$ cat src/rtl/perceptron_train_seq.sv
// Training sequencer for a single perceptron datapath: holds a host-loaded
// sample memory, replays it epoch by epoch, counts misclassifications and
// reports convergence or epoch-limit exhaustion back to the host.
`timescale 1ns/1ps
module perceptron_train_seq #(
  parameter int ADDR_W     = 3,
  parameter int LAT        = 2,
  parameter int MAX_EPOCHS = 15
) (
  input  logic              clk,
  input  logic              reset,
  input  logic              wr_en,
  input  logic [ADDR_W-1:0] wr_addr,
  input  logic [7:0]        wr_data,
  input  logic [7:0]        thresh_in,
  input  logic              start,
  input  logic              abort,
  output logic [6:0]        p_in,
  output logic [7:0]        p_threshold,
  output logic              p_exp_res,
  output logic              p_en,
  input  logic [1:0]        p_result,
  output logic              busy,
  output logic              done,
  output logic              converged,
  output logic [3:0]        epoch_cnt,
  output logic [ADDR_W:0]   err_cnt
);

  localparam int              N_SAMPLES = 2 ** ADDR_W;
  localparam logic [ADDR_W:0]   ERR_SAT   = (ADDR_W + 1)'(N_SAMPLES);
  localparam logic [ADDR_W-1:0] LAST_IDX  = ADDR_W'(N_SAMPLES - 1);
  localparam logic [3:0]        LAT_L     = 4'(LAT);
  localparam logic [3:0]        MAX_L     = 4'(MAX_EPOCHS);

  typedef enum logic [2:0] {
    IDLE,
    ISSUE,
    WAIT,
    CHECK,
    EPOCH_END,
    DONE
  } state_t;

  state_t            state;
  state_t            next_state;
  logic [7:0]        mem [N_SAMPLES];
  logic [ADDR_W-1:0] idx;
  logic [ADDR_W:0]   run_err;
  logic [3:0]        wait_cnt;
  logic              accept;
  logic              sample_err;
  logic              epoch_clean;
  logic              epoch_limit;
  logic              show_sample;

  // Decode the run-acceptance, per-sample error and end-of-epoch conditions
  always_comb begin
    accept      = (state == IDLE) && start && !abort;
    sample_err  = !((p_result == 2'b01) || (p_result == 2'b11)) ||
                  ((p_result == 2'b01) != mem[idx][7]);
    epoch_clean = (run_err == '0);
    epoch_limit = ((epoch_cnt + 4'd1) == MAX_L);
  end

  // State register
  always_ff @(posedge clk or negedge reset) begin
    if (!reset) state <= IDLE;
    else        state <= next_state;
  end

  // Next-state logic and state-decoded outputs
  always_comb begin
    next_state  = state;
    show_sample = (state == ISSUE) || (state == WAIT) ||
                  (state == CHECK) || (state == EPOCH_END);
    p_en        = (state == ISSUE);
    busy        = (state != IDLE);
    done        = (state == DONE);
    p_in        = show_sample ? mem[idx][6:0] : 7'd0;
    p_exp_res   = show_sample ? mem[idx][7] : 1'b0;
    if (abort && (state != IDLE)) begin
      next_state = IDLE;
    end else begin
      case (state)
        IDLE:      if (accept) next_state = ISSUE;
        ISSUE:     next_state = WAIT;
        WAIT:      if (wait_cnt <= 4'd1) next_state = CHECK;
        CHECK:     next_state = (idx == LAST_IDX) ? EPOCH_END : ISSUE;
        EPOCH_END: next_state = (epoch_clean || epoch_limit) ? DONE : ISSUE;
        DONE:      next_state = IDLE;
        default:   next_state = IDLE;
      endcase
    end
  end

  // Sample memory: host writes land only while the sequencer is idle
  always_ff @(posedge clk or negedge reset) begin
    if (!reset) begin
      for (int i = 0; i < N_SAMPLES; i++) mem[i] <= 8'd0;
    end else if (wr_en && (state == IDLE)) begin
      mem[wr_addr] <= wr_data;
    end
  end

  // Run bookkeeping: threshold latch, sample index, latency wait, error and epoch counts
  always_ff @(posedge clk or negedge reset) begin
    if (!reset) begin
      p_threshold <= 8'd0;
      idx         <= '0;
      run_err     <= '0;
      wait_cnt    <= 4'd0;
      epoch_cnt   <= 4'd0;
      err_cnt     <= '0;
      converged   <= 1'b0;
    end else if (abort && (state != IDLE)) begin
      converged <= 1'b0;
    end else begin
      case (state)
        IDLE: begin
          if (accept) begin
            p_threshold <= thresh_in;
            idx         <= '0;
            run_err     <= '0;
            epoch_cnt   <= 4'd0;
            err_cnt     <= '0;
            converged   <= 1'b0;
          end
        end
        ISSUE: wait_cnt <= LAT_L;
        WAIT:  wait_cnt <= wait_cnt - 4'd1;
        CHECK: begin
          if (sample_err && (run_err != ERR_SAT)) run_err <= run_err + 1'b1;
          if (idx != LAST_IDX) idx <= idx + 1'b1;
        end
        EPOCH_END: begin
          epoch_cnt <= epoch_cnt + 4'd1;
          err_cnt   <= run_err;
          if (epoch_clean) begin
            converged <= 1'b1;
          end else if (epoch_limit) begin
            converged <= 1'b0;
          end else begin
            run_err <= '0;
            idx     <= '0;
          end
        end
        default: ;
      endcase
    end
  end

endmodule

$ cat config.mk
export PLATFORM = sky130hd
export DESIGN_NAME = perceptron_train_seq
export DESIGN_NICKNAME = d
export VERILOG_FILES = /design/src/rtl/perceptron_train_seq.sv
export SDC_FILE = /design/constraint.sdc
export NUM_CORES = 1
export LEC_CHECK = 0
export CAP_MARGIN = 40
export CORE_MARGIN = 2
export CORE_UTILIZATION = 56
export DETAILED_ROUTE_END_ITERATION = 10
export PLACE_DENSITY = 0.77
export RECOVER_POWER = 50
export SLEW_MARGIN = 10
export SYNTH_ARGS = -nofsm -noshare
export SYNTH_HDL_FRONTEND = slang
export SYNTH_SLANG_ARGS = --single-unit
$ cat constraint.sdc
create_clock -name clk -period 2.6 [get_ports clk]
set_clock_uncertainty 0.15 [all_clocks]
set_input_delay 0.65 -clock clk [delete_from_list [all_inputs] [get_ports clk]]
set_output_delay 0.65 -clock clk [all_outputs]
set_load 0.01 [all_outputs]
==> impl_metrics.py <==
metrics = {
    "yosys": {
        "synthFlopType": "dfrtp_1",
        "synth_edf_count": 0,
        "synth_area_leaders": "dfrtp_1 (51%), mux2_2 (18%), mux4_2 (5.8%)",
        "synth_cell_types": 49,
        "netlist_area_um2": 4630,
        "avgSynthCellArea_um2": 13.1,
        "synth-async-reset-ratio_pct": 100,
        "yosysTopAreaCell": "dfrtp_1",
        "synth_fp_nets": 387,
        "seq_area_frac_synth_pct": 51.4,
        "syn_inst": 353,
        "post_synth_most_frequent_cells": "dfrtp_1 (95), mux2_2 (73), nand2_1 (21)",
        "yosysMostFrequentCell": "dfrtp_1",
        "ys_ff_latch": 95,
        "ys_warn_count": 0,
        "yosys.area.top_type_share_pct": 51.4,
    },
    "critical_path": {
        "worstSetupStartpointType": "flip-flop",
        "r2r_cells": 8,
        "path_buf_inv": 2,
        "cp.depth": 5,
        "cp-end-kind": "output pin",
        "r2r_setup_slack_ns": 0.15,
        "cpPeakStageDelay_ns": 0.53,
        "crit_chain": "buf_4 -> mux4_2 -> mux2i_4 -> nor2_1 -> buf_2",
        "r2r-start": "idx[0]",
        "critPathLaunch": "idx[0]",
        "cp.required_ns": 1.80,
        "crit_fanout": 5,
        "arrival_ns": 1.83,
        "path_class": "reg2out",
        "reg2reg_to": "run_err[0]",
        "endpoint": "p_exp_res",
        "slowest_stage": "mux4_2",
        "cp_top_family": "multiplexers",
    },
    "die": {
        "die_h_um": 94.9,
        "ios": 54,
        "core_um2": 8090,
        "die-width_um": 94.9,
        "core.rowCount": 33,
        "floorplan.initialDensity_pct": 57.2,
        "die_area_um2": 9010,
    },
    "run_status": {
        "failed_checks": "negative setup slack",
        "status": "finished with violations",
    },
    "global_route": {
        "grt_pass1_wl_um": 15800,
        "grt_pass1_vias": 3121,
        "antenna_found_initial": 0,
        "grt_start_max_net_pins": 49,
        "track_usage_pct": 23.6,
        "grt_overflow_total": 0,
    },
    "final_layout": {
        "drive_above_1_share_pct": 34.4,
        "antennaDiodeCount": 0,
        "synthToLayoutAreaGrowth_pct": 21.4,
        "layout.nets": 469,
        "layout.cells.non_filler": 544,
    },
    "power": {
        "p_int_mw": 3.24,
        "p_leak_nw": 2.45,
        "vdd_drop_max_mv": 0.490,
        "power_per_cell_area_nw_per_um2": 809,
        "power_frac_comb_pct": 30.7,
        "power.total_mw": 4.55,
        "clockPowerShare_pct": 20.7,
        "p_seq_share_pct": 48.6,
        "p_switching_mw": 1.31,
        "p_sw_share_pct": 28.7,
    },
    "route": {
        "drtAntennaViolNets": 0,
        "dr.first_iter.drc_count": 111,
        "wire_per_inst_um": 17.3,
        "routed_via_density": 5.74,
        "num_vias": 3123,
        "firstDrtPassIters": 4,
        "drc": 0,
        "wirelength_um": 9410,
    },
    "cts": {
        "clk_pin_slew_ns": 0.09,
        "clock_sinks": 95,
        "cts.path.max_buffers": 2,
        "clock_latency_ns": 0.36,
        "cts_tree": "built",
        "cts_buffers": 9,
        "clockRootBuffer": "clkbuf_8",
        "cts_max_level": 3,
    },
    "timing": {
        "hold_viol": 0,
        "worst_pin_slew_ns": 0.989,
        "rsz0062_at_grt": "true",
        "slew_headroom_pct": 34.1,
        "setup_viol": 5,
        "maxSlewViolCount": 0,
        "fin_ws_ns": -0.0311,
        "finalCritPeriodShare_pct": 101,
        "post-route-min-period_ns": 2.63,
        "fmax_mhz": 380,
    },
    "placed_design": {
        "hpwl_um": 6770,
        "place_inst": 526,
        "gp_congestion": 0.803,
        "portBuffers": 53,
    },
    "hold_path": {
        "min_from": "err_cnt[1]",
        "hold_class": "reg2reg",
    },
    "job": {
        "max_cap_viol_count": 0,
    },
}
==> registers in the layout (all words and copies together) (netlist names) <==
name / flops
converged: 1
epoch_cnt: 4
err_cnt: 4
idx: 3
mem: 64
p_threshold: 8
run_err: 4
state: 3
wait_cnt: 4
==> through the flow <==
stage | setup slack [ns] | hold slack (ns) | utilization [%] | cell area [µm²] | setup TNS (ns)
floorplan | 0.274 | 0.204 | - | 4630 | 0
global placement | -0.0454 | 0.327 | 67.7 | 5480 | -0.0779
detailed placement | -0.0666 | 0.331 | 67.7 | 5480 | -0.153
CTS | -0.0862 | 0.352 | 69.9 | 5660 | -0.409
global route | -0.147 | 0.371 | 69.4 | 5620 | -0.987
finish | -0.0311 | 0.339 | 69.4 | 5620 | -0.0800
==> placed cells by master, fill, tap and decap left out, types with 3 or more instances in the layout <==
master,n
o21ai_0,15
a22o_1,5
nor3_1,8
mux4_2,16
a21oi_1,5
nand3b_1,4
dfrtp_1,94
nand3_1,4
nor2_1,17
nand2b_1,5
buf_6,3
clkbuf_1,5
nand2_1,21
clkbuf_8,9
mux2i_1,8
buf_2,8
buf_4,25
and3_1,4
clkdlybuf4s50_1,41
or3_1,4
o21ai_1,3
inv_1,8
ha_1,8
mux2_2,73
==> power groups by stage <==
stage | logic, mW | registers [mW] | clock network, mW
global placement | 1.39 | 2.20 | 0
CTS | 1.44 | 2.21 | 0.973
global route | 1.54 | 2.27 | 1.03
detailed placement | 1.44 | 2.24 | 0
finish | 1.40 | 2.21 | 0.941
floorplan | 0.956 | 2.16 | 0
==> routing by layer <==
metal  routed length (µm)  share of wire [%]  up-vias  GRT usage [%]
met5                    0                  0        -              0
met4                   93               0.99        0           7.13
met3                  379                4.0        8           4.23
met2                 4740                 50       73           38.9
met1                 4200                 45     1591           32.4
li1                     -                  -     1451              -
==> tightest hold or removal path, stage by stage (launching register included) <==
cell     delay, ns
dfrtp_1       0.35
nand2_1       0.05
o21ai_0       0.06
==> worst min path at each step <==
stage                            end  slack (ns)  cells past startpoint
after detailed placement  err_cnt[1]        0.33                      2
after global routing         mem[32]        0.37                      1
after floorplan            converged        0.20                      0
after global placement    err_cnt[0]        0.33                      2
final                     err_cnt[1]        0.34                      2
after CTS                 err_cnt[1]        0.35                      2
==> layout make-up <==
| cell class | instances | area, µm² |
|---|---|---|
| Inverter | 10 | 37.5 |
| Clock inverter | 4 | 55.1 |
| Timing Repair Buffer | 86 | 756 |
| Fill cell | 592 | 2470 |
| Multi-Input combinational cell | 233 | 2130 |
| Tap cell | 105 | 131 |
| Sequential cell | 95 | 2380 |
| Clock buffer | 11 | 131 |
==> cells by family (layout without fill, tap and decap cells) <==
group,after synthesis,after routing,synth area share (%)
muxes,99,99,28.4
DFF,95,95,51.4
and+or+nand+nor,83,83,9.81
AOI/OAI and AO/OA,41,41,5.60
buffers and inverters,25,111,2.27
adders and majority gates,8,8,2.16
xor gates and xnor gates,2,2,0.379
==> what timing repair did <==
item / CTS / global route
setup endpoints to repair: 9 / 12
buffers inserted: 5 / 0
hold buffers: 1 / 0
gates resized for setup: 38 / 8
hold endpoints to repair: 9 / 0
Note: power is estimated with default switching activity, not from simulation.
